<file path="config.mk">
export PLATFORM = sky130hd
export DESIGN_NAME = vote_logger
export DESIGN_NICKNAME = d
export VERILOG_FILES = /design/src/rtl/evm_pkg.sv /design/src/rtl/vote_counter.sv /design/src/rtl/vote_logger.sv
export SDC_FILE = /design/constraint.sdc
export NUM_CORES = 1
export LEC_CHECK = 0
export BUFFER_PORTS_ARGS = -buffer_cell sky130_fd_sc_hd__buf_2
export CORE_ASPECT_RATIO = 2
export CORE_MARGIN = 10
export CORE_UTILIZATION = 25
export CTS_BUF_LIST = sky130_fd_sc_hd__clkbuf_8 sky130_fd_sc_hd__clkbuf_16
export DETAILED_ROUTE_END_ITERATION = 10
export GPL_TIMING_DRIVEN = 0
export HOLD_SLACK_MARGIN = 0.1
export PLACE_DENSITY = 0.39
export SYNTH_ARGS = -nofsm -noshare
export SYNTH_HDL_FRONTEND = slang
export SYNTH_SLANG_ARGS = --single-unit
export TNS_END_PERCENT = 100
</file>
<file path="constraint.sdc">
create_clock -name clock -period 2.95 [get_ports clock]
set_input_delay 0.7375 -clock clock [delete_from_list [all_inputs] [get_ports clock]]
set_output_delay 0.7375 -clock clock [all_outputs]
set_load 0.03 [all_outputs]
</file>
<file path="src/rtl/evm_pkg.sv">
// Shared types and default sizing for the voting-machine blocks.
// The ballot-control state enum lives here so every block agrees on the encoding.
package evm_pkg;

    typedef enum logic [1:0] {
        IDLE  = 2'd0,
        ARMED = 2'd1,
        HOLD  = 2'd2
    } vote_state_t;

    localparam int NUM_CAND_DEFAULT    = 4;
    localparam int CNT_W_DEFAULT       = 16;
    localparam int HOLD_CYCLES_DEFAULT = 8;

endpackage

</file>
<file path="src/rtl/vote_counter.sv">
// Saturating tally counter: counts enabled increments and sticks at all-ones.
// Used once per candidate and once more for the running total.
module vote_counter
    import evm_pkg::*;
#(
    parameter int CNT_W = CNT_W_DEFAULT
) (
    input  logic             clock,
    input  logic             reset,
    input  logic             inc,
    output logic [CNT_W-1:0] count
);

    localparam logic [CNT_W-1:0] CNT_ONE = CNT_W'(1);

    always_ff @(posedge clock or negedge reset) begin
        if (!reset) begin
            count <= '0;
        end else if (inc && (count != '1)) begin
            count <= count + CNT_ONE;
        end
    end

endmodule

</file>
<file path="src/rtl/vote_logger.sv">
// Ballot control and tally: arms one ballot per officer release, records at most one
// vote per ballot into saturating counters, and exposes the tallies in result mode.
module vote_logger
    import evm_pkg::*;
#(
    parameter int  NUM_CAND    = NUM_CAND_DEFAULT,
    parameter int  CNT_W       = CNT_W_DEFAULT,
    parameter int  HOLD_CYCLES = HOLD_CYCLES_DEFAULT,
    localparam int SEL_W       = $clog2(NUM_CAND)
) (
    input  logic                clock,
    input  logic                reset,
    input  logic                ballot_release,
    input  logic [NUM_CAND-1:0] valid_vote,
    input  logic                mode,
    input  logic [SEL_W-1:0]    result_sel,
    output logic                ballot_ready,
    output logic                vote_ack,
    output logic                invalid_vote,
    output logic [CNT_W-1:0]    result_count,
    output logic [CNT_W-1:0]    total_votes
);

    localparam int                  HOLD_W    = (HOLD_CYCLES > 1) ? $clog2(HOLD_CYCLES) : 1;
    localparam logic [HOLD_W-1:0]   HOLD_LOAD = HOLD_W'(HOLD_CYCLES - 1);
    localparam logic [HOLD_W-1:0]   HOLD_ONE  = HOLD_W'(1);
    localparam logic [NUM_CAND-1:0] VOTE_ONE  = NUM_CAND'(1);
    localparam int                  SEL_SLOTS = 1 << SEL_W;

    vote_state_t       state;
    vote_state_t       next_state;
    logic [HOLD_W-1:0] hold_cnt;
    logic [HOLD_W-1:0] hold_cnt_next;

    logic any_vote;
    logic multi_vote;
    logic accept;
    logic ack_next;
    logic invalid_next;
    logic ready_next;

    logic [CNT_W-1:0] cand_count [SEL_SLOTS];
    logic [CNT_W-1:0] total_count;

    // Clearing the lowest set bit leaves something behind only when two or more bits are set.
    assign any_vote   = |valid_vote;
    assign multi_vote = |(valid_vote & (valid_vote - VOTE_ONE));
    assign accept     = (state == ARMED) && !mode && any_vote && !multi_vote;

    always_ff @(posedge clock or negedge reset) begin
        if (!reset) begin
            state        <= IDLE;
            hold_cnt     <= '0;
            ballot_ready <= 1'b0;
            vote_ack     <= 1'b0;
            invalid_vote <= 1'b0;
        end else begin
            state        <= next_state;
            hold_cnt     <= hold_cnt_next;
            ballot_ready <= ready_next;
            vote_ack     <= ack_next;
            invalid_vote <= invalid_next;
        end
    end

    // Result mode overrides everything and drops any armed ballot or pending lockout.
    always_comb begin
        next_state    = state;
        hold_cnt_next = hold_cnt;
        if (mode) begin
            next_state = IDLE;
        end else begin
            case (state)
                IDLE: begin
                    if (ballot_release) begin
                        next_state = ARMED;
                    end
                end
                ARMED: begin
                    if (accept) begin
                        next_state    = HOLD;
                        hold_cnt_next = HOLD_LOAD;
                    end
                end
                HOLD: begin
                    if (hold_cnt == '0) begin
                        next_state = IDLE;
                    end else begin
                        hold_cnt_next = hold_cnt - HOLD_ONE;
                    end
                end
                default: begin
                    next_state = IDLE;
                end
            endcase
        end
    end

    always_comb begin
        ack_next     = accept;
        invalid_next = 1'b0;
        ready_next   = (next_state == ARMED);
        if (!mode) begin
            case (state)
                IDLE, HOLD: invalid_next = any_vote;
                ARMED:      invalid_next = multi_vote;
                default:    invalid_next = 1'b0;
            endcase
        end
    end

    // Unused select codes map to a constant-zero slot so readout needs no range check.
    for (genvar i = 0; i < SEL_SLOTS; i++) begin : g_cand
        if (i < NUM_CAND) begin : g_real
            vote_counter #(
                .CNT_W (CNT_W)
            ) u_cand_counter (
                .clock (clock),
                .reset (reset),
                .inc   (accept && valid_vote[i]),
                .count (cand_count[i])
            );
        end else begin : g_pad
            assign cand_count[i] = '0;
        end
    end

    vote_counter #(
        .CNT_W (CNT_W)
    ) u_total_counter (
        .clock (clock),
        .reset (reset),
        .inc   (accept),
        .count (total_count)
    );

    always_ff @(posedge clock or negedge reset) begin
        if (!reset) begin
            result_count <= '0;
            total_votes  <= '0;
        end else if (mode) begin
            result_count <= cand_count[result_sel];
            total_votes  <= total_count;
        end else begin
            result_count <= '0;
            total_votes  <= '0;
        end
    end

endmodule

</file>
==> results.json <==
{
  "power_frac_seq_pct": 42.6,
  "max-vdd-ir-drop_mv": 0.372,
  "post-cts-setup-buffer-count": 0,
  "average_footprint_of_a_synthesized_cell_sq_um": 11.7,
  "cellLeakagePower_nw": 3.10,
  "first_pass_grt_wire_length_um": 23600,
  "postRouteAntennaNets": 0,
  "crit_type": "reg2reg",
  "critical_path.endpoint_type": "flop",
  "p_sw_mw": 0.976,
  "antenna_cells": 0,
  "post_synth_inst_count": 477,
  "startpoint_class_of_the_critical_path": "flop",
  "crit_chain": "ha_1 > nand3_1 > nor4_1 > nor2_1 > mux2_2",
  "measured_slew_at_the_worst_slew_check_pin_ns": 1.05,
  "post_layout_nonfiller_instances": 827,
  "powerDensity_nw_per_um2": 625,
  "antenna_found_initial": 0,
  "critical_path_required_ns": 3.25,
  "die_y_um": 231,
  "hold_fix_buffers_cts": 0,
  "min_period_over_period_pct": 83.4,
  "std_cell_rows": 77,
  "vias": 3807,
  "max_freq_mhz": 406,
  "grt_max_degree": 75,
  "cp_slowest_cell": "sky130_fd_sc_hd__nor4_1",
  "finalWorstPathRequiredPeriod_ns": 2.46,
  "timing.clock.skew_ns": 0.00797,
  "layout.cells.most_common_list": "120 x sky130_fd_sc_hd__dfrtp_1, 45 x sky130_fd_sc_hd__buf_2, 43 x sky130_fd_sc_hd__xnor2_1",
  "clock_tree_root_driver_cell": "sky130_fd_sc_hd__clkbuf_16",
  "drt-wirelength-per-cell_um": 18.4,
  "yosys.cell_types.count": 51,
  "cpPeakStageDelay_ns": 0.94,
  "cts_tree": "built",
  "switching_share_pct": 23.1,
  "grt_pass1_vias": 4134,
  "cts_resized": 0,
  "floorplan.die_area_sq_um": 29000,
  "die_span_in_x_um": 126,
  "drt_pre_antenna_iters": 4,
  "postSynthNetCount": 494,
  "nNetsFinal": 555,
  "setup_total_negative_slack_ns": 0,
  "dpl-instance-area_sq_um": 6150,
  "drc": 0,
  "clockBufferDepth": 2,
  "rrSetupSlack_ns": 0.49,
  "coreArea_sq_um": 22100,
  "final_layout_size_suffix_gt1_share_pct": 19.2,
  "clock_insertion_delay_worst_skew_ns": 0.42,
  "cellInternalPower_mw": 3.25,
  "seq_area_frac_synth_pct": 53.9,
  "drv_slew": 0,
  "timing.critical_path.fanout_max": 6,
  "finish.instance_area_sq_um": 6760,
  "rr_endpoint": "g_cand[2].g_real.u_cand_counter.count[1]",
  "dp.cells": 795,
  "count_of_flip_flops_with_a_built_in_enable_after_synthesis": 0,
  "avgViaCountPerCell": 4.60,
  "cts_htree_levels": 4,
  "ys_dominant_reg_cell": "sky130_fd_sc_hd__dfrtp_1",
  "whs_ns": 0.266,
  "num_io_pins": 45,
  "clock_sink_count": 120,
  "ys_warns": 0,
  "fin_util_pct": 30.7,
  "timing.max_cap.violations": 0,
  "finalSetupViolCount": 0,
  "postSynth.asyncResetShare_pct": 100,
  "pwr-share-clk_pct": 50.3,
  "worst_reg_to_reg_cells": 5,
  "worst_setup_path_startpoint": "g_cand[2].g_real.u_cand_counter.count[0]",
  "gr-usage-all-layers_pct": 10.6,
  "grt.overflow.total": 0,
  "unrepaired_setup_endpoints_after_global_routing": "no",
  "yosys_register_bits": 120,
  "cts-buffers-inserted": 17,
  "number_of_endpoints_with_negative_hold_slack_in_the_final_report": 0,
  "detail_route.wirelength_um": 15200,
  "synthesis.area_sq_um": 5570,
  "worst_slew_margin_rel_pct": 29.5,
  "floorplan.initialDensity_pct": 25.2,
  "status": "finished clean",
  "drt-initial-drc-count": 208,
  "mostFrequentLayoutCell": "sky130_fd_sc_hd__dfrtp_1",
  "port_buffers": 41,
  "min_path_type": "in2async",
  "place.gp.congestion": 0.807,
  "path_clk_slew_ns": 0.05,
  "area_growth_syn_to_fin_pct": 21.4,
  "critPathArrivalTime_ns": 2.76,
  "power_frac_comb_pct": 7.1,
  "cp-endpoint": "g_cand[2].g_real.u_cand_counter.count[1]",
  "rr_startpoint": "g_cand[2].g_real.u_cand_counter.count[0]",
  "dpl.hpwl_um": 11700
}
routing by layer:
metal  routed length, um  vias up  GRT usage, %
met2                9040       63          21.3
li1                    -     1810             -
met4                 466        0          5.35
met3                 456       19          3.02
met5                   0        -             0
met1                5210     1915          9.01
synthesized netlist by cell type, drive strengths merged, types with 5 or more instances:
cell    count  area [sq um]
mux4       16           360
mux2        7          78.8
clkbuf      8          31.3
nand3      24           120
and4        5          43.8
nand4      24           150
ha          7          87.6
nor3       14          70.1
nand2      34           128
nor4        6          37.5
and2       34           213
buf         6          28.8
dfrtp     120          3000
and3       11          68.8
a21oi       5          25.0
nor4b       5          43.8
xor2       25           219
xnor2      43           377
nor2       33           131
inv        11          41.3
worst max-delay path, delay by kind of cell, from the launching register on:
kind | cells | cell delay [ns]
flops | 1 | 0.43
fa+ha+maj | 1 | 0.19
mux | 1 | 0.34
simple gates | 3 | 1.38
registers in the layout (all words and copies together), names as in the netlist:
signal	flops
ballot_ready	1
g_cand.g_real.u_cand_counter.count	64
hold_cnt	3
invalid_vote	1
result_count	16
state	2
total_votes	16
u_total_counter.count	16
vote_ack	1
per-stage QoR:
step,power (mW),setup slack (ns)
5_1_grt,4.41,0.274
3_3_place_gp,2.12,-0.496
2_1_floorplan,2.01,0.577
4_1_cts,4.30,0.352
6_report,4.23,0.489
3_5_place_dp,2.14,-0.0108
final cells by class:
class                           instances  area (sq um)
Sequential cell                       120          3000
Tap cell                              276           345
Fill cell                            2267         15300
Clock buffer                           21           480
Inverter                               11          41.3
Clock inverter                         11           129
Buffer                                 14          60.1
Timing Repair Buffer                   42           239
Multi-Input combinational cell        332          2470
power groups by stage:
stage / sequential (mW) / combinational, mW / clock, mW
after floorplan: 1.85 / 0.150 / 0
after global placement: 1.83 / 0.293 / 0
after detailed placement: 1.83 / 0.308 / 0
after CTS: 1.80 / 0.309 / 2.19
after global routing: 1.81 / 0.334 / 2.26
final: 1.80 / 0.298 / 2.13
how the worst min path moves through the flow:
stage | to | depth (start not counted)
finish | u_total_counter.count[12] | 1
global route | u_total_counter.count[12] | 1
CTS | result_count[4] | 1
detailed placement | u_total_counter.count[9] | 1
global placement | u_total_counter.count[9] | 1
floorplan | ballot_ready | 0
cells by family after synthesis:
kind of cell | count (synthesis) | share of synthesized area, %
and+or+nand+nor | 209 | 20.7
DFF | 120 | 53.9
xor gates and xnor gates | 68 | 10.7
buffers and inverters | 25 | 1.82
muxes | 25 | 8.24
AOI/OAI and AO/OA | 23 | 3.08
adders and majority gates | 7 | 1.57
No activity file was read; power rests on OpenSTA's default activity.
